### config.mk
export PLATFORM = sky130hd
export DESIGN_NAME = always_demux
export DESIGN_NICKNAME = d
export VERILOG_FILES = /design/src/rtl/always_demux_pkg.sv /design/src/rtl/always_demux_slot.sv /design/src/rtl/always_demux.sv
export SDC_FILE = /design/constraint.sdc
export NUM_CORES = 1
export LEC_CHECK = 0
export CORE_MARGIN = 2
export CORE_UTILIZATION = 45
export DETAILED_ROUTE_END_ITERATION = 6
export PLACE_DENSITY = 0.82
export SLEW_MARGIN = 20
export SYNTH_ARGS = -nofsm -noshare
export SYNTH_HDL_FRONTEND = slang
export SYNTH_SLANG_ARGS = --single-unit
### constraint.sdc
create_clock -name clk -period 3.6 [get_ports clk]
set_input_delay 0.72 -clock clk [delete_from_list [all_inputs] [get_ports clk]]
set_output_delay 0.72 -clock clk [all_outputs]
set_load 0.03 [all_outputs]
### src/rtl/always_demux_pkg.sv
// Shared sizing constants for the always_demux slice.
// Optional feature macro: ROUTE_CNT_EN (per-channel accept counters).
package always_demux_pkg;

    localparam int DEF_DATA_W = 3;
    localparam int DEF_SEL_W  = 2;
    localparam int CNT_W      = 8;

    // Number of output channels addressed by a select of the given width.
    function automatic int nch_of(input int sel_w);
        return 1 << sel_w;
    endfunction

endpackage

### src/rtl/always_demux_slot.sv
// Single-entry channel buffer: data register plus valid flag.
// A load always wins over a drain in the same cycle, so a word that arrives
// while the previous one is being consumed keeps the channel valid.
module always_demux_slot #(
    parameter int DATA_W = always_demux_pkg::DEF_DATA_W
) (
    input  logic              clk,
    input  logic              reset,
    input  logic              load,
    input  logic              drain,
    input  logic [DATA_W-1:0] din,
    output logic [DATA_W-1:0] data,
    output logic              valid
);

    // Valid flag: set on load, cleared on drain, load takes priority.
    always_ff @(posedge clk or posedge reset) begin
        if (reset) begin
            valid <= 1'b0;
        end else if (load) begin
            valid <= 1'b1;
        end else if (drain) begin
            valid <= 1'b0;
        end
    end

    // Data register: changes only when a new word is loaded.
    always_ff @(posedge clk or posedge reset) begin
        if (reset) begin
            data <= '0;
        end else if (load) begin
            data <= din;
        end
    end

endmodule

### src/rtl/always_demux.sv
// Registered 1-to-NCH demultiplexer with a single-entry buffer per channel.
// Optional feature macro: ROUTE_CNT_EN adds route_cnt, a saturating 8-bit
// accept counter per channel packed as channel i in [i*8 +: 8].
module always_demux
    import always_demux_pkg::*;
#(
    parameter  int DATA_W = DEF_DATA_W,
    parameter  int SEL_W  = DEF_SEL_W,
    localparam int NCH    = nch_of(SEL_W)
) (
    input  logic                  clk,
    input  logic                  reset,
    input  logic [DATA_W-1:0]     din,
    input  logic [SEL_W-1:0]      sel,
    input  logic                  in_valid,
    output logic                  in_ready,
    output logic [NCH*DATA_W-1:0] dout,
    output logic [NCH-1:0]        out_valid,
    input  logic [NCH-1:0]        out_ready
`ifdef ROUTE_CNT_EN
    ,
    output logic [NCH*CNT_W-1:0]  route_cnt
`endif
);

    logic           accept;
    logic [NCH-1:0] load_vec;
    logic [NCH-1:0] drain_vec;

    // Target channel can take a word if empty or draining this cycle;
    // nothing is accepted while reset is held.
    always_comb begin
        in_ready = !reset && (!out_valid[sel] || out_ready[sel]);
        accept   = in_valid && in_ready;
    end

    // One-hot load strobe for the selected channel.
    always_comb begin
        load_vec = '0;
        if (accept) begin
            load_vec[sel] = 1'b1;
        end
    end

    // Each channel drains independently of the one being loaded.
    always_comb begin
        drain_vec = out_valid & out_ready;
    end

    for (genvar i = 0; i < NCH; i++) begin : g_slot
        always_demux_slot #(
            .DATA_W (DATA_W)
        ) u_slot (
            .clk   (clk),
            .reset (reset),
            .load  (load_vec[i]),
            .drain (drain_vec[i]),
            .din   (din),
            .data  (dout[i*DATA_W +: DATA_W]),
            .valid (out_valid[i])
        );
    end

`ifdef ROUTE_CNT_EN
    for (genvar i = 0; i < NCH; i++) begin : g_cnt
        logic [CNT_W-1:0] cnt;

        // Saturating per-channel accept counter.
        always_ff @(posedge clk or posedge reset) begin
            if (reset) begin
                cnt <= '0;
            end else if (load_vec[i] && (cnt != '1)) begin
                cnt <= cnt + 1'b1;
            end
        end

        assign route_cnt[i*CNT_W +: CNT_W] = cnt;
    end
`endif

endmodule

==> results.tsv, run 1 <==
metric	value	unit
clk_pin_slew	0.08	ns
hp-class	reg -> reg	
drive_gt1_share	26.58	%
postCtsSetupBuffers	0	
cts_buffers	3	
hold_violations	0	
synth_area_leader_cell	dfrtp_1	
die_area	0.001986	sq mm
finalSetupTns	0	ns
relSlewSlack	75.16	%
grt_pass1_vias	509	
die_x	44.57	microns
ff_latch_area	400.4	sq um
cts_hold_buf	0	
first_iter_violations	2	
slowest_delay	0.68	ns
fin_crit	3.279	ns
clock_latency	0.28	ns
vias_per_cell	5.316	
placed_cells_incl_taps	92	
grt_setup_unrepaired	no	
io_pins	29	
cts_root_buffer	clkbuf_4	
synth_top_cell_area_share	54.05	%
place_ws	0.3162	ns
syn_area_per_cell	14.52	sq um
wl_per_cell	14.45	microns
place_area	0.001018	sq mm
synth_cell_types	15	
power.density	494.5	mW/mm^2
dp_hpwl	1061	microns
h-tree-depth	1	
synthFlopType	dfrtp_1	
syn-num-nets	63	
cts_sinks	16	
crit_family	buffers and inverters	
cpMostUsedCell	clkdlybuf4s50_1	
synthTopCellsByArea	dfrtp_1 (54%), mux2_2 (18%), nand4b_4 (6.4%), buf_4 (4.1%), nand2b_1 (3.4%)	
grt_pass1_wl	2263	microns
synth_seq_area_share	54.05	%
drv_slew	0	
multi_input_area	306.5	sq um
nNetsFinal	93	
required	2.88	ns
reg2reg_slack	2.49	ns
irDropWorstVdd	0.0003415	V
finClkSkew	0.0001423	ns
drc	0	
grt_overflow_total	0	
core_area	0.001524	sq mm
syn-cell-area	740.7	sq um
outcome	completed	
start_util	48.60	%
p_leak	0.4563	nW
cpMaxStageDelayCell	clkdlybuf4s50_1	
cp_num_buf_inv	2	
fin_ws	0.3206	ns
cts_resized	0	
fmax	304.9	MHz
finalNonFillerCells	95	
design_area	0.001041	sq mm
yosys_register_bits	16	
postRouteAntennaNets	0	
yosys_warnings	0	
async_reset_ff_share	100.0	%
synth-edff-count	0	
grt_max_degree	17	
crit_arrival	2.56	ns
cp_cell_sequence	clkdlybuf4s50_1 -> nand4bb_1 -> o311ai_0 -> a21oi_1 -> clkdlybuf4s50_1	
synthCells	51	
drt-pass1-iter-count	3	
drv_cap	0	
wirelength	1373	microns
hold_slack	0.5091	ns
diodes	0	
cts_tree	done	
synth_most_common_cell	dfrtp_1	
ys_top_cells_by_count	dfrtp_1 (16), mux2_2 (12), buf_4 (4), nand2_1 (4), nand2b_1 (4)	
portBuffers	28	
clock_path_buffers	2	
critPathCaptureType	output pin	
gp_congestion	0.6990	
syn2layout_area_growth	40.54	%
antenna_found_initial	0	
track_usage	16.31	%
period_share	91.10	%
via_count	505	
start_kind	primary input	
path_max_fanout	7	
setup_viol	0	
row_count	14	
worst_pin_slew	0.3714	ns
nFillCells	123	
worstSetupPathType	in -> out	
p_total	514.8	uW
fin_util	68.31	%
die_y	44.57	microns
[registers in the layout (all words and copies together) (netlist names)]
signal               count
g_slot.u_slot.data      12
g_slot.u_slot.valid      4
[layer usage]
metal,global-route usage (%),vias to the layer above,wire [microns]
li1,-,231,-
met1,18.67,251,581
met2,27.83,21,678
met3,4.898,2,108
met4,7.273,0,4
met5,0,-,0
[final cells by class]
class                      instances  share of cell area, %
tap                               16                  1.923
inverter                           1                 0.3606
clock buffer                       3                  2.163
multi-input combinational         30                  29.45
timing repair buffer              29                  27.64
sequential                        16                  38.46
[final timing paths]
| check | start | end | cells after the start |
|---|---|---|---|
| max in group asynchronous | reset | g_slot[0].u_slot.data[2] | 3 |
| worst max register to register | g_slot[3].u_slot.valid | g_slot[3].u_slot.data[1] | 3 |
| min in group asynchronous | reset | g_slot[3].u_slot.valid | 3 |
| worst min register to register | g_slot[0].u_slot.data[0] | g_slot[0].u_slot.data[0] | 1 |
| worst min-delay path | g_slot[0].u_slot.data[0] | g_slot[0].u_slot.data[0] | 1 |
| worst max-delay path | sel[0] | in_ready | 5 |
[worst reg2reg max path, stage by stage, from the launching register on]
cell and delay, ns:
dfrtp_1 0.38, nand2b_1 0.17, nand4_4 0.15, mux2_2 0.30
[layout by cell type (no fill, tap or decap), types with 2 or more instances in the layout]
| cell | instances |
|---|---|
| clkdlybuf4s50_1 | 28 |
| clkbuf_4 | 3 |
| nand2b_1 | 4 |
| nand2_1 | 4 |
| mux2_2 | 12 |
| dfrtp_1 | 16 |
| nand4b_4 | 2 |
[power by group]
part,leakage [nW],internal [mW],switching (mW)
logic,0.245,0.0936,0.104
registers,0.198,0.212,0.0163
clock network,0.0138,0.0388,0.0503
total,0.456,0.344,0.171
[cell families (layout without fill, tap and decap cells)]
group / count (synthesis) / in the layout / share of synthesized area [%]
AO/OA/AOI/OAI: 2 / 2 / 1.858
multiplexers: 13 / 13 / 19.59
AND/OR/NAND/NOR: 15 / 15 / 19.93
buffers and inverters: 5 / 33 / 4.560
flip-flops: 16 / 16 / 54.05
No activity file was read; power rests on OpenSTA's default activity.
==> inputs of run 2 (changes only) <==
Settings changed: SETUP_SLACK_MARGIN set to 0.02.
==> results of run 2 <==
No change in the layout: final DEF, timing and power equal those of run 1.
==> inputs of run 3 (changes only) <==
Settings changed: CAP_MARGIN set to 15, CORE_MARGIN 2 to 1.5.
==> run 3 against run 2 <==
Design area grew 1.3%. Sequential power is essentially flat. Core utilization increased by 0.90 points. Setup slack better by 0.058 ns. Via count grew 0.40%. First-iteration DRC count is 100% lower. Critical path depth is the same. Sequential share of layout area down 0.50 points. Largest cell class unchanged. Wire length rose by 3.4%. Highest routed layer is now met3. Register-to-register slack worse by 0.02 ns. Flip-flop and latch count is the same.
==> results.tsv, run 3 (synthesized netlist as in run 1, its figures left out) <==
metric	value	unit
switchingPower	173.7	uW
irDropWorstVdd	0.0003060	V
finClkSkew	0.003080	ns
drive_gt1_share	27.50	%
largest_register_ff_count	12	
vias_per_cell	5.281	
postRouteAntennaNets	0	
grt_pass1_wl	2263	microns
p_int	366.7	uW
die_x	43.57	microns
final_common_cell	clkdlybuf4s50_1	
hold_end	g_slot[3].u_slot.data[2]	
syn2layout_area_growth	42.40	%
nFillCells	125	
row_count	14	
postCtsSetupBuffers	0	
cpMaxStageDelayCell	clkdlybuf4s50_1	
drt-pass1-iter-count	1	
outcome	completed	
cp_cell_sequence	clkdlybuf4s50_1 -> nand4bb_1 -> o311ai_0 -> a21oi_1 -> clkdlybuf4s50_1	
reg2reg_slack	2.47	ns
top_regs	g_slot.u_slot.data: 12 flops, g_slot.u_slot.valid: 4 flops	
track_usage	16.84	%
grt_pass1_vias	497	
via_count	507	
cts_hold_buf	0	
cts_resized	0	
die_y	43.57	microns
drc	0	
path_max_fanout	7	
start_util	48.60	%
cts_buffers	3	
finalNonFillerCells	96	
whs_path_depth	1	
hp-class	reg -> reg	
fmax	310.4	MHz
portBuffers	28	
r2r_start	g_slot[2].u_slot.valid	
drv_cap	0	
clockPowerShare	21.2	%
nNetsFinal	93	
die_area	0.001898	sq mm
p_total	540.4	uW
h-tree-depth	1	
cts_tree	done	
placed_cells_incl_taps	92	
period_share	89.48	%
io_pins	29	
gp_congestion	0.7249	
wirelength	1420	microns
holdCritStartpoint	g_slot[3].u_slot.data[2]	
dp_hpwl	1094	microns
clk_pin_slew	0.09	ns
clock_latency	0.27	ns
setup_viol	0	
p_leak	0.4635	nW
p_seq_share	42.2	%
first_iter_violations	0	
fin_util	69.21	%
worst_pin_slew	0.3688	ns
diodes	0	
cpMostUsedCell	clkdlybuf4s50_1	
swShare	32.15	%
required	2.88	ns
grt_overflow_total	0	
antenna_found_initial	0	
regMostFlops	g_slot.u_slot.data	
timing.reg2reg.worst_path_depth	3	
drv_slew	0	
cts_root_buffer	clkbuf_4	
layout_common_cells	clkdlybuf4s50_1 (28), dfrtp_1 (16), mux2_2 (12)	
core_area	0.001524	sq mm
worstSetupPathType	in -> out	
crit_arrival	2.50	ns
power_frac_comb	36.7	%
fin_crit	3.221	ns
finalSetupTns	0	ns
cts_sinks	16	
r2r-end	g_slot[2].u_slot.data[0]	
grt_max_degree	17	
start_kind	primary input	
hold_violations	0	
wl_per_cell	14.79	microns
power.density	512.3	mW/mm^2
grt_setup_unrepaired	no	
relSlewSlack	75.33	%
critPathCaptureType	output pin	
slowest_delay	0.68	ns
clock_path_buffers	2	
run 3: cell types whose count changed in the layout (fill, tap and decap cells not counted), sizes merged:
cell / previous run / this run
clkbuf: 3 / 4
run 3: cell type report:
cell class | instances | area (sq um) | area share, %
sequential | 16 | 400.4 | 37.96
multi-input combinational | 30 | 306.5 | 29.06
timing repair buffer | 29 | 287.8 | 27.28
clock buffer | 4 | 36.28 | 3.440
tap | 16 | 20.02 | 1.898
inverter | 1 | 3.754 | 0.3559
run 3: worst max-delay path by stage:
| stage | startpoint | to | slack [ns] | cells past startpoint |
|---|---|---|---|---|
| final | sel[0] | in_ready | 0.38 | 5 |
| after global routing | sel[0] | in_ready | 0.32 | 5 |
| after CTS | sel[0] | in_ready | 0.38 | 5 |
| after detailed placement | sel[0] | in_ready | 0.38 | 5 |
| after global placement | sel[0] | in_ready | 0.42 | 5 |
| after floorplan | reset | in_ready | 1.06 | 3 |
run 3: power groups by stage:
stage	Sequential, mW	Clock (mW)	Combinational (mW)
finish	0.228	0.114	0.198
global route	0.232	0.128	0.207
CTS	0.228	0.118	0.201
detailed placement	0.231	0	0.200
global placement	0.230	0	0.196
floorplan	0.290	0	0.0507
run 3: worst max-delay path, delay by kind of cell:
kind            cells  cell delay [ns]
compound gates      2             0.27
buf+inv             2             1.34
simple gates        1             0.17
run 3: layer usage:
| metal | part of all wire, % | vias to the layer above | global-route usage (%) |
|---|---|---|---|
| met5 | 0 | - | 0 |
| met1 | 44 | 249 | 20.49 |
| met3 | 5.5 | 0 | 3.750 |
| met2 | 51 | 21 | 29.41 |
| li1 | - | 237 | - |
| met4 | 0 | 0 | 5.455 |
run 3: stage by stage:
step                cell area, sq um  worst slack, ns  hold WS [ns]
floorplan                      740.7            1.056        0.4971
global placement                1018           0.4161        0.4883
detailed placement              1018           0.3791        0.4932
CTS                             1055           0.3773        0.5145
global route                    1055           0.3162        0.5355
finish                          1055           0.3787        0.5095
